--- config.mk ---
export PLATFORM = sky130hd
export DESIGN_NAME = exp_attn_pipe
export DESIGN_NICKNAME = d
export VERILOG_FILES = /design/src/rtl/exp_attn_pipe.sv
export SDC_FILE = /design/constraint.sdc
export NUM_CORES = 1
export LEC_CHECK = 0
export CAP_MARGIN = 20
export CORE_ASPECT_RATIO = 0.9
export CORE_MARGIN = 5
export CORE_UTILIZATION = 40
export DETAILED_ROUTE_END_ITERATION = 16
export GPL_ROUTABILITY_DRIVEN = 0
export HOLD_SLACK_MARGIN = 0.15
export RECOVER_POWER = 100
export SKIP_LAST_GASP = 1
export SLEW_MARGIN = 20
export SYNTH_ARGS = -nofsm -noshare
export SYNTH_HDL_FRONTEND = slang
export SYNTH_SLANG_ARGS = --single-unit
--- constraint.sdc ---
create_clock -name clk -period 4.5 [get_ports clk]
set_input_delay 0.675 -clock clk [delete_from_list [all_inputs] [get_ports clk]]
set_output_delay 0.675 -clock clk [all_outputs]
set_load 0.01 [all_outputs]
--- src/rtl/exp_attn_pipe.sv ---
// exp_attn_pipe: three-stage log-to-linear converter for the FM operator datapath.
// A log-domain attenuation (octave shift + fractional table index) plus a sign
// is turned into a signed linear sample:
//   ((exp_tab[frac] | 2^MANT_W) << 1) >> shift, then negated for the negative half-wave.
// Each sample carries a channel tag that passes through untouched and in order.
//
// Handshake (both sides use strict valid/ready): a transfer happens on a rising
// clock edge where valid and ready are both high. A producer holds valid and its
// payload steady until the transfer happens. Here in_ready = ~(out_valid & ~out_ready),
// so in_ready depends only on registered state and on out_ready, never on in_valid.
// While the output is stalled every stage holds. Otherwise every stage advances
// each cycle, and empty slots travel down the pipe as per-stage valid = 0.
module exp_attn_pipe #(
  parameter  int FRAC_W   = 8,
  parameter  int MANT_W   = 10,
  parameter  int SHIFT_W  = 5,
  parameter  int TAG_W    = 5,
  parameter  int NEG_MODE = 0,
  localparam int OUT_W    = MANT_W + 3,
  localparam int ATT_W    = SHIFT_W + FRAC_W
) (
  input  logic                    clk,
  input  logic                    reset_n,
  input  logic                    in_valid,
  output logic                    in_ready,
  input  logic [ATT_W-1:0]        in_atten,
  input  logic                    in_sign,
  input  logic                    in_mute,
  input  logic [TAG_W-1:0]        in_tag,
  output logic                    out_valid,
  input  logic                    out_ready,
  output logic signed [OUT_W-1:0] out_sample,
  output logic [TAG_W-1:0]        out_tag
);

  localparam int M     = 1 << FRAC_W;
  localparam int MAG_W = MANT_W + 2;

  // Exp table, built at elaboration:
  //   tab[i] = round((2^((M-1-i)/M) - 1) * 2^MANT_W).
  // Index 0 is the loudest entry and index M-1 is the quietest (0).
  function automatic logic [M*MANT_W-1:0] build_exp_tab();
    logic [M*MANT_W-1:0] t;
    real                 e;
    integer              v;
    t = '0;
    for (int i = 0; i < M; i++) begin
      e = (2.0 ** ($itor(M - 1 - i) / $itor(M)) - 1.0) * $itor(1 << MANT_W);
      v = $rtoi(e + 0.5);
      t[i*MANT_W +: MANT_W] = v[MANT_W-1:0];
    end
    return t;
  endfunction

  localparam logic [M*MANT_W-1:0] EXP_TAB = build_exp_tab();

  // Small ROM view of the table; it maps onto LUTs.
  logic [MANT_W-1:0] exp_rom [M];
  for (genvar g = 0; g < M; g++) begin : g_rom
    assign exp_rom[g] = EXP_TAB[g*MANT_W +: MANT_W];
  end

  // Flow control
  logic stall;
  logic advance;

  // Stage 1: lookup result plus side-band
  logic               s1_valid;
  logic [MANT_W:0]    s1_mant;
  logic [SHIFT_W-1:0] s1_shift;
  logic               s1_sign;
  logic               s1_mute;
  logic [TAG_W-1:0]   s1_tag;

  // Stage 2: unsigned magnitude
  logic               s2_valid;
  logic [MAG_W-1:0]   s2_mag;
  logic               s2_sign;
  logic               s2_mute;
  logic [TAG_W-1:0]   s2_tag;

  // Stage 3: signed sample, drives the outputs directly
  logic                    s3_valid;
  logic signed [OUT_W-1:0] s3_sample;
  logic [TAG_W-1:0]        s3_tag;

  // Combinational next values
  logic [MAG_W-1:0]        mant_x2;
  logic [MAG_W-1:0]        mag_next;
  logic [OUT_W-1:0]        mag_ext;
  logic signed [OUT_W-1:0] sample_next;

  // Stall only when a sample sits at the output and downstream refuses it.
  assign stall    = s3_valid & ~out_ready;
  assign advance  = ~stall;
  assign in_ready = ~stall;

  // Stage 1 register: table lookup, and latch the shift, sign, mute and tag.
  always_ff @(posedge clk or negedge reset_n) begin
    if (!reset_n) begin
      s1_valid <= 1'b0;
      s1_mant  <= '0;
      s1_shift <= '0;
      s1_sign  <= 1'b0;
      s1_mute  <= 1'b0;
      s1_tag   <= '0;
    end else if (advance) begin
      s1_valid <= in_valid;
      s1_mant  <= {1'b1, exp_rom[in_atten[FRAC_W-1:0]]};
      s1_shift <= in_atten[ATT_W-1:FRAC_W];
      s1_sign  <= in_sign;
      s1_mute  <= in_mute;
      s1_tag   <= in_tag;
    end
  end

  // Octave shift. Large shifts are clamped to zero explicitly so the result
  // does not depend on how a shift wider than the operand is handled.
  always_comb begin
    mant_x2 = {s1_mant, 1'b0};
    if (int'(s1_shift) >= MAG_W) begin
      mag_next = '0;
    end else begin
      mag_next = mant_x2 >> s1_shift;
    end
  end

  // Stage 2 register: magnitude plus side-band.
  always_ff @(posedge clk or negedge reset_n) begin
    if (!reset_n) begin
      s2_valid <= 1'b0;
      s2_mag   <= '0;
      s2_sign  <= 1'b0;
      s2_mute  <= 1'b0;
      s2_tag   <= '0;
    end else if (advance) begin
      s2_valid <= s1_valid;
      s2_mag   <= mag_next;
      s2_sign  <= s1_sign;
      s2_mute  <= s1_mute;
      s2_tag   <= s1_tag;
    end
  end

  // Sign application. Mute wins over the sign. In one's-complement mode a zero
  // magnitude on the negative half-wave gives -1, which matches FM chip behaviour.
  always_comb begin
    mag_ext = {1'b0, s2_mag};
    if (s2_mute) begin
      sample_next = '0;
    end else if (s2_sign) begin
      if (NEG_MODE != 0) begin
        sample_next = $signed(~mag_ext + OUT_W'(1));
      end else begin
        sample_next = $signed(~mag_ext);
      end
    end else begin
      sample_next = $signed(mag_ext);
    end
  end

  // Stage 3 register: final signed sample and tag, held while stalled.
  always_ff @(posedge clk or negedge reset_n) begin
    if (!reset_n) begin
      s3_valid  <= 1'b0;
      s3_sample <= '0;
      s3_tag    <= '0;
    end else if (advance) begin
      s3_valid  <= s2_valid;
      s3_sample <= sample_next;
      s3_tag    <= s2_tag;
    end
  end

  assign out_valid  = s3_valid;
  assign out_sample = s3_sample;
  assign out_tag    = s3_tag;

endmodule

==> results of run 1 <==
==> logic make-up after synthesis <==
kind of cell / Yosys count / synth area share
simple gates: 248 / 0.219
compound gates: 227 / 0.300
buf+inv: 81 / 0.0751
flops: 63 / 0.307
mux: 23 / 0.0456
xor+xnor: 14 / 0.0239
fa+ha+maj: 12 / 0.0293
==> stage by stage <==
step	util	cell area (µm²)	total power [W]
after floorplan	-	5130	0.00153
after global placement	0.437	5520	0.00186
after detailed placement	0.437	5520	0.00188
after CTS	0.461	5820	0.00257
after global routing	0.460	5810	0.00269
final	0.460	5810	0.00251
==> synthesized netlist by cell type (4+ instances only) <==
| cell | number |
|---|---|
| o21ai_0 | 50 |
| o22ai_1 | 7 |
| xor2_1 | 13 |
| inv_1 | 12 |
| a22o_1 | 20 |
| nand3_1 | 15 |
| ha_1 | 12 |
| o211ai_1 | 14 |
| nor3_1 | 11 |
| a31oi_1 | 12 |
| nand2b_1 | 16 |
| o31ai_1 | 5 |
| o221ai_1 | 5 |
| o311ai_0 | 6 |
| mux2i_1 | 20 |
| a211oi_1 | 14 |
| nor2_1 | 41 |
| nand2_1 | 129 |
| o2111ai_1 | 5 |
| a311oi_1 | 4 |
| clkbuf_1 | 32 |
| buf_1 | 4 |
| nor2b_1 | 8 |
| dfrtp_1 | 63 |
| buf_2 | 22 |
| nand4_1 | 4 |
| buf_4 | 5 |
| a21oi_1 | 45 |
==> how the worst max path moves through the flow <==
stage	cells past startpoint	startpoint	slack (ns)	to
floorplan	10	in_atten[1]	1.84	s1_mant[2]
global placement	9	in_atten[0]	0.88	s1_mant[2]
detailed placement	9	in_atten[0]	0.82	s1_mant[2]
CTS	9	in_atten[0]	1.16	s1_mant[2]
global route	2	reset_n	0.69	out_tag[4]
finish	9	in_atten[0]	1.06	s1_mant[2]
==> flip-flops by register name (all words and copies together) (netlist names) <==
| name | count |
|---|---|
| out_sample | 13 |
| out_tag | 5 |
| out_valid | 1 |
| s1_mant | 11 |
| s1_mute | 1 |
| s1_shift | 5 |
| s1_sign | 1 |
| s1_tag | 5 |
| s1_valid | 1 |
| s2_mag | 12 |
| s2_mute | 1 |
| s2_sign | 1 |
| s2_tag | 5 |
| s2_valid | 1 |
==> critical path, stage by stage <==
cell,delay (ns)
dlygate4sd3_1,0.88
inv_1,0.25
ha_1,0.54
and2b_1,0.28
or3_1,0.31
o211ai_1,0.11
a311o_1,0.19
a31oi_1,0.05
o32a_1,0.37
==> area by class of cell <==
type | instances | area (µm²) | share of cell area
Multi-Input combinational cell | 524 | 3180 | 0.546
Sequential cell | 63 | 1580 | 0.271
Timing Repair Buffer | 57 | 507 | 0.0872
Clock buffer | 10 | 239 | 0.0411
Tap cell | 164 | 205 | 0.0353
Clock inverter | 6 | 60.1 | 0.0103
Inverter | 13 | 48.8 | 0.00839
==> power by group <==
part | leakage, nW | internal (W) | switching, W
Combinational | 1.57 | 0.000415 | 0.000523
Clock | 0.144 | 0.000440 | 0.000236
Sequential | 0.784 | 0.000751 | 0.000150
==> layer usage <==
metal | vias up | routed length [µm] | global-route usage
met1 | 2460 | 6800 | 0.291
met4 | 0 | 414 | 0.0702
met3 | 48 | 1310 | 0.0386
met5 | - | 0 | 0
li1 | 2436 | - | -
met2 | 295 | 6870 | 0.293
==> impl_metrics.prom, run 1 <==
# TYPE chip_impl_metric gauge
chip_impl_info{name="outcome",value="finished, violations left"} 1
chip_impl_info{name="failed_checks",value="capacitance limit, slew limit"} 1
chip_impl_metric{name="grt_first_pass_wirelength",unit="µm"} 25300
chip_impl_metric{name="yosysTopAreaCellShare",unit=""} 0.307
chip_impl_metric{name="fmax",unit="GHz"} 0.291
chip_impl_metric{name="cts_buffers",unit=""} 9
chip_impl_info{name="worst-setup-path-type",value="input pin to register"} 1
chip_impl_metric{name="max_cap_violations",unit=""} 3
chip_impl_metric{name="floorplan.die.height",unit="µm"} 117
chip_impl_info{name="min-delay-path-class",value="register to register"} 1
chip_impl_metric{name="vias_per_cell",unit=""} 6.26
chip_impl_metric{name="final.setup_skew",unit="ns"} 0.00329
chip_impl_info{name="layout.cells.most_common",value="nand2_1"} 1
chip_impl_metric{name="post_synth_inst_count",unit=""} 668
chip_impl_metric{name="hold_viol_final",unit=""} 0
chip_impl_metric{name="hold_buffers",unit=""} 0
chip_impl_metric{name="final.setup.tns",unit="ns"} 0
chip_impl_info{name="cts_tree",value="done"} 1
chip_impl_metric{name="power.ir.vdd_worst",unit="mV"} 0.214
chip_impl_info{name="grt_setup_unrepaired",value="no"} 1
chip_impl_metric{name="clk-insertion-delay-late",unit="ns"} 0.32
chip_impl_metric{name="power_leakage",unit="nW"} 2.50
chip_impl_metric{name="synthesis.yosys.warnings",unit=""} 0
chip_impl_metric{name="insertedDiodeCount",unit=""} 0
chip_impl_info{name="synth_top_cells_by_area",value="dfrtp_1 31%, nand2_1 9.4%, o21ai_0 4.9%"} 1
chip_impl_info{name="timing.hold.worst_endpoint",value="out_valid"} 1
chip_impl_metric{name="worst-endpoint-arrival",unit="ns"} 3.64
chip_impl_metric{name="reg2regPathDepth",unit=""} 6
chip_impl_metric{name="grt_remaining_overflow",unit=""} 0
chip_impl_metric{name="grt_start_max_net_pins",unit=""} 74
chip_impl_metric{name="wl",unit="µm"} 15400
chip_impl_metric{name="hpwl",unit="µm"} 10500
chip_impl_metric{name="dp_cells",unit=""} 821
chip_impl_metric{name="wl_per_cell",unit="µm"} 18.4
chip_impl_metric{name="number_of_buffers_inserted_to_repair_setup_after_cts",unit=""} 0
chip_impl_metric{name="setup_viol_count_final",unit=""} 0
chip_impl_metric{name="final_non_filler_cell_total",unit=""} 837
chip_impl_metric{name="floorplan.initialDensity",unit=""} 0.406
chip_impl_metric{name="final_max_slew_viol_count",unit=""} 66
chip_impl_metric{name="final.fill_count",unit=""} 1260
chip_impl_metric{name="fin_hold_ws",unit="ns"} 0.459
chip_impl_metric{name="drt_drc_violations_left",unit=""} 0
chip_impl_metric{name="share_of_synthesized_area_occupied_by_flip_flops_and_latches",unit=""} 0.307
chip_impl_metric{name="layout_min_cycle_time",unit="ns"} 3.44
chip_impl_info{name="critical_path.endpoint_type",value="register"} 1
chip_impl_metric{name="slew-limit-headroom",unit=""} -0.221
chip_impl_metric{name="core-area",unit="µm²"} 12600
chip_impl_metric{name="post_synth_instance_area",unit="µm²"} 5130
chip_impl_metric{name="drt_pre_antenna_iters",unit=""} 5
chip_impl_metric{name="crit_required",unit="ns"} 4.70
chip_impl_metric{name="synth-edff-count",unit=""} 0
chip_impl_metric{name="synth.net_count",unit=""} 704
chip_impl_metric{name="dp_slack",unit="ns"} 0.818
chip_impl_metric{name="placement_rows",unit=""} 39
chip_impl_metric{name="max-clock-path-buffers",unit=""} 2
chip_impl_info{name="hold_path_startpoint",value="s2_valid"} 1
chip_impl_metric{name="synth-async-reset-ratio",unit=""} 1.00
chip_impl_metric{name="cts.reportedPaths.clkPinSlew",unit="ns"} 0.05
chip_impl_info{name="r2r_start",value="out_valid"} 1
chip_impl_metric{name="via_count",unit=""} 5239
chip_impl_metric{name="power.density",unit="nW/µm²"} 433
chip_impl_metric{name="design.die.area",unit="µm²"} 15200
chip_impl_metric{name="final_net_count",unit=""} 704
chip_impl_info{name="clk_root_buffer_cell",value="clkbuf_16"} 1
chip_impl_metric{name="chipWidth",unit="µm"} 129
chip_impl_metric{name="cp_max_fo",unit=""} 15
chip_impl_metric{name="number_of_port_buffers",unit=""} 43
chip_impl_metric{name="post_cts_resize_count",unit=""} 0
chip_impl_info{name="most-common-layout-cells",value="129 x nand2_1, 63 x dfrtp_1, 51 x o21ai_0"} 1
chip_impl_metric{name="period_share",unit=""} 0.764
chip_impl_metric{name="number_of_unique_standard_cell_types_used_by_synthesis",unit=""} 74
chip_impl_info{name="worstReg2RegEnd",value="s1_mant[1]"} 1
chip_impl_metric{name="top_level_ports",unit=""} 44
chip_impl_metric{name="setup_ws",unit="ns"} 1.06
chip_impl_metric{name="flip_flop_and_latch_count_after_synthesis",unit=""} 63
chip_impl_metric{name="worst_slew_pin_slew",unit="ns"} 1.83
chip_impl_metric{name="first_global_vias",unit=""} 4912
chip_impl_metric{name="syn_avg_cell_area",unit="µm²"} 7.68
chip_impl_metric{name="ant_nets",unit=""} 0
chip_impl_info{name="critPathLaunchType",value="input pin"} 1
chip_impl_metric{name="reg2reg_slack",unit="ns"} 1.88
chip_impl_metric{name="htree_num_levels",unit=""} 3
chip_impl_metric{name="drt_iter0_drcs",unit=""} 818
chip_impl_metric{name="synthToLayoutAreaGrowth",unit="%"} 13.3
chip_impl_metric{name="layout-drive-gt1-share",unit=""} 0.0669
chip_impl_metric{name="grt_util_all_layers",unit=""} 0.200
chip_impl_metric{name="grt_antenna_before_repair",unit=""} 0
chip_impl_info{name="synth_largest_area_cell",value="dfrtp_1"} 1
chip_impl_info{name="ys_dominant_reg_cell",value="dfrtp_1"} 1
chip_impl_metric{name="whs_path_depth",unit=""} 1
chip_impl_metric{name="tritoncts_num_sinks",unit=""} 63
Power figures use the tool's default switching activity.
==> run 2, diff against run 1 <==
==> constraint.sdc (replaced) <==
create_clock -name clk -period 3.2 [get_ports clk]
set_input_delay 0.48 -clock clk [delete_from_list [all_inputs] [get_ports clk]]
set_output_delay 0.48 -clock clk [all_outputs]
set_load 0.01 [all_outputs]
==> impl_metrics.prom, run 2 (synthesis gave the netlist of run 1 again) <==
# TYPE chip_impl_metric gauge
chip_impl_info{name="outcome",value="finished, violations left"} 1
chip_impl_info{name="failed_checks",value="capacitance limit, slew limit"} 1
chip_impl_metric{name="ant_nets",unit=""} 0
chip_impl_metric{name="grt_start_max_net_pins",unit=""} 69
chip_impl_info{name="grt_setup_unrepaired",value="no"} 1
chip_impl_metric{name="layout-drive-gt1-share",unit=""} 0.0860
chip_impl_info{name="worst-setup-path-type",value="input pin to register"} 1
chip_impl_metric{name="synthToLayoutAreaGrowth",unit="%"} 15.1
chip_impl_metric{name="via_count",unit=""} 5321
chip_impl_metric{name="tritoncts_num_sinks",unit=""} 63
chip_impl_metric{name="layout.cell_area.non_filler",unit="µm²"} 5910
chip_impl_metric{name="power.net_switching",unit="W"} 0.00128
chip_impl_metric{name="core-area",unit="µm²"} 12600
chip_impl_metric{name="power.ir.vdd_worst",unit="mV"} 0.332
chip_impl_metric{name="layout_min_cycle_time",unit="ns"} 2.84
chip_impl_metric{name="max_cap_violations",unit=""} 1
chip_impl_metric{name="number_of_port_buffers",unit=""} 43
chip_impl_metric{name="place_area",unit="µm²"} 5620
chip_impl_metric{name="grt_antenna_before_repair",unit=""} 0
chip_impl_metric{name="drt_drc_violations_left",unit=""} 0
chip_impl_info{name="min-delay-path-class",value="register to register"} 1
chip_impl_info{name="most-common-layout-cells",value="129 x nand2_1, 63 x dfrtp_1, 50 x o21ai_0"} 1
chip_impl_metric{name="combinationalPowerShare",unit=""} 0.379
chip_impl_metric{name="final_net_count",unit=""} 717
chip_impl_info{name="top_cell_family_by_delay_on_the_critical_path",value="buffers and inverters"} 1
chip_impl_metric{name="hold_buffers",unit=""} 0
chip_impl_metric{name="crit_required",unit="ns"} 3.40
chip_impl_metric{name="path_depth",unit=""} 9
chip_impl_metric{name="grt_first_pass_wirelength",unit="µm"} 25300
chip_impl_metric{name="sw_frac_of_total",unit=""} 0.362
chip_impl_metric{name="clk-insertion-delay-late",unit="ns"} 0.32
chip_impl_metric{name="power_leakage",unit="nW"} 2.57
chip_impl_metric{name="first_global_vias",unit=""} 4989
chip_impl_metric{name="vias_per_cell",unit=""} 6.26
chip_impl_metric{name="grt_util_all_layers",unit=""} 0.203
chip_impl_metric{name="final.setup_skew",unit="ns"} 0.00312
chip_impl_metric{name="grt_remaining_overflow",unit=""} 0
chip_impl_metric{name="fmax",unit="GHz"} 0.352
chip_impl_metric{name="htree_num_levels",unit=""} 3
chip_impl_metric{name="insertedDiodeCount",unit=""} 0
chip_impl_metric{name="drt_pre_antenna_iters",unit=""} 6
chip_impl_metric{name="chipWidth",unit="µm"} 129
chip_impl_metric{name="critical-path-max-stage-delay",unit="ns"} 0.55
chip_impl_metric{name="cts.reportedPaths.clkPinSlew",unit="ns"} 0.05
chip_impl_metric{name="floorplan.initialDensity",unit=""} 0.406
chip_impl_metric{name="number_of_flip_flops_under_the_largest_register_name",unit=""} 13
chip_impl_metric{name="whs_path_depth",unit=""} 2
chip_impl_metric{name="setup_viol_count_final",unit=""} 0
chip_impl_metric{name="cts_buffers",unit=""} 9
chip_impl_metric{name="design.die.area",unit="µm²"} 15200
chip_impl_metric{name="worst_slew_pin_slew",unit="ns"} 1.53
chip_impl_metric{name="power.density",unit="nW/µm²"} 599
chip_impl_metric{name="max-clock-path-buffers",unit=""} 2
chip_impl_info{name="critPathLaunchType",value="input pin"} 1
chip_impl_metric{name="top_level_ports",unit=""} 44
chip_impl_metric{name="hpwl",unit="µm"} 10800
chip_impl_info{name="cts_tree",value="done"} 1
chip_impl_metric{name="finalCoreUtilization",unit=""} 0.467
chip_impl_metric{name="cp_max_fo",unit=""} 17
chip_impl_metric{name="period_share",unit=""} 0.887
chip_impl_metric{name="post_cts_resize_count",unit=""} 0
chip_impl_metric{name="placement_rows",unit=""} 39
chip_impl_metric{name="wl_per_cell",unit="µm"} 18.3
chip_impl_info{name="slowest_stage",value="dlygate4sd3_1"} 1
chip_impl_info{name="critical_path.endpoint_type",value="register"} 1
chip_impl_metric{name="final_max_slew_viol_count",unit=""} 64
chip_impl_metric{name="cell_internal_pwr",unit="W"} 0.00226
chip_impl_metric{name="worstPathBufferInverterCount",unit=""} 2
chip_impl_metric{name="number_of_buffers_inserted_to_repair_setup_after_cts",unit=""} 0
chip_impl_metric{name="floorplan.die.height",unit="µm"} 117
chip_impl_info{name="crit_path_cell_trace",value="dlygate4sd3_1 -> buf_4 -> ha_1 -> and2_0 -> nor4_1 -> a311oi_1 -> nand4_1 -> a221oi_2 -> o21ai_1"} 1
chip_impl_info{name="layout.cells.most_common",value="nand2_1"} 1
chip_impl_metric{name="drt_iter0_drcs",unit=""} 729
chip_impl_metric{name="worst-endpoint-arrival",unit="ns"} 3.04
chip_impl_metric{name="reg2regPathDepth",unit=""} 7
chip_impl_metric{name="slew-limit-headroom",unit=""} -0.0222
chip_impl_info{name="clk_root_buffer_cell",value="clkbuf_16"} 1
chip_impl_metric{name="report.power.total",unit="W"} 0.00354
chip_impl_metric{name="hold_viol_final",unit=""} 0
chip_impl_metric{name="seq_power_share",unit=""} 0.358
chip_impl_metric{name="wl",unit="µm"} 15500
chip_impl_metric{name="final.setup.tns",unit="ns"} 0
chip_impl_metric{name="clock_power_share",unit=""} 0.263
-- run 2: cell types whose count changed in the layout (fill, tap and decap cells not counted) --
cell / change
o21ai_0: -1
buf_4: +12
clkbuf_2: +1
clkinvlp_4: -2
clkbuf_8: +3
clkbuf_1: -1
buf_2: +1
bufinv_16: -1
o21ai_1: +1
-- run 2: worst paths after layout --
check,from,end,slack (ns)
min,out_tag[1],out_tag[1],0.46
max,in_atten[1],s1_mant[3],0.36
max in group asynchronous,reset_n,s1_valid,1.67
min reg2reg,out_tag[1],out_tag[1],0.46
max reg2reg,out_valid,s1_mant[1],0.91
min in group asynchronous,reset_n,out_sample[8],0.62
-- run 2: routing by layer --
layer	GRT usage	routed length, µm
met3	0.0432	1380
met2	0.292	6660
met1	0.292	6870
met5	0	0
met4	0.0846	598
-- run 2: cell type report --
class	instances	area [µm²]
multi-input cells	524	3180
clock buffers	13	280
inverters	13	48.8
repair buffers	70	603
well taps	164	205
flip-flops and latches	63	1580
fillers	1252	6730
clock inverters	3	15.0
-- run 2: worst register-to-register path: stages (launching register included) --
cell,delay (ns)
dfrtp_1,0.38
nor2b_4,0.13
inv_1,0.34
clkbuf_1,0.34
clkbuf_1,0.45
a21boi_0,0.20
a31oi_1,0.20
o2bb2ai_1,0.15
-- run 2: power groups by stage --
stage	logic, W	clock network, W	registers, W
global placement	0.00136	0	0.00127
finish	0.00134	0.000930	0.00127
detailed placement	0.00138	0	0.00129
CTS	0.00138	0.000950	0.00127
floorplan	0.000919	0	0.00124
global route	0.00149	0.000983	0.00131
-- run 2: per-stage QoR --
step | hold slack, ns | std cells | setup slack [ns]
final | 0.461 | 850 | 0.361
after detailed placement | 0.455 | 834 | 0.258
after global placement | 0.446 | 834 | 0.315
after CTS | 0.351 | 850 | 0.596
after floorplan | 0.184 | 668 | 0.734
after global routing | 0.490 | 850 | 0.227
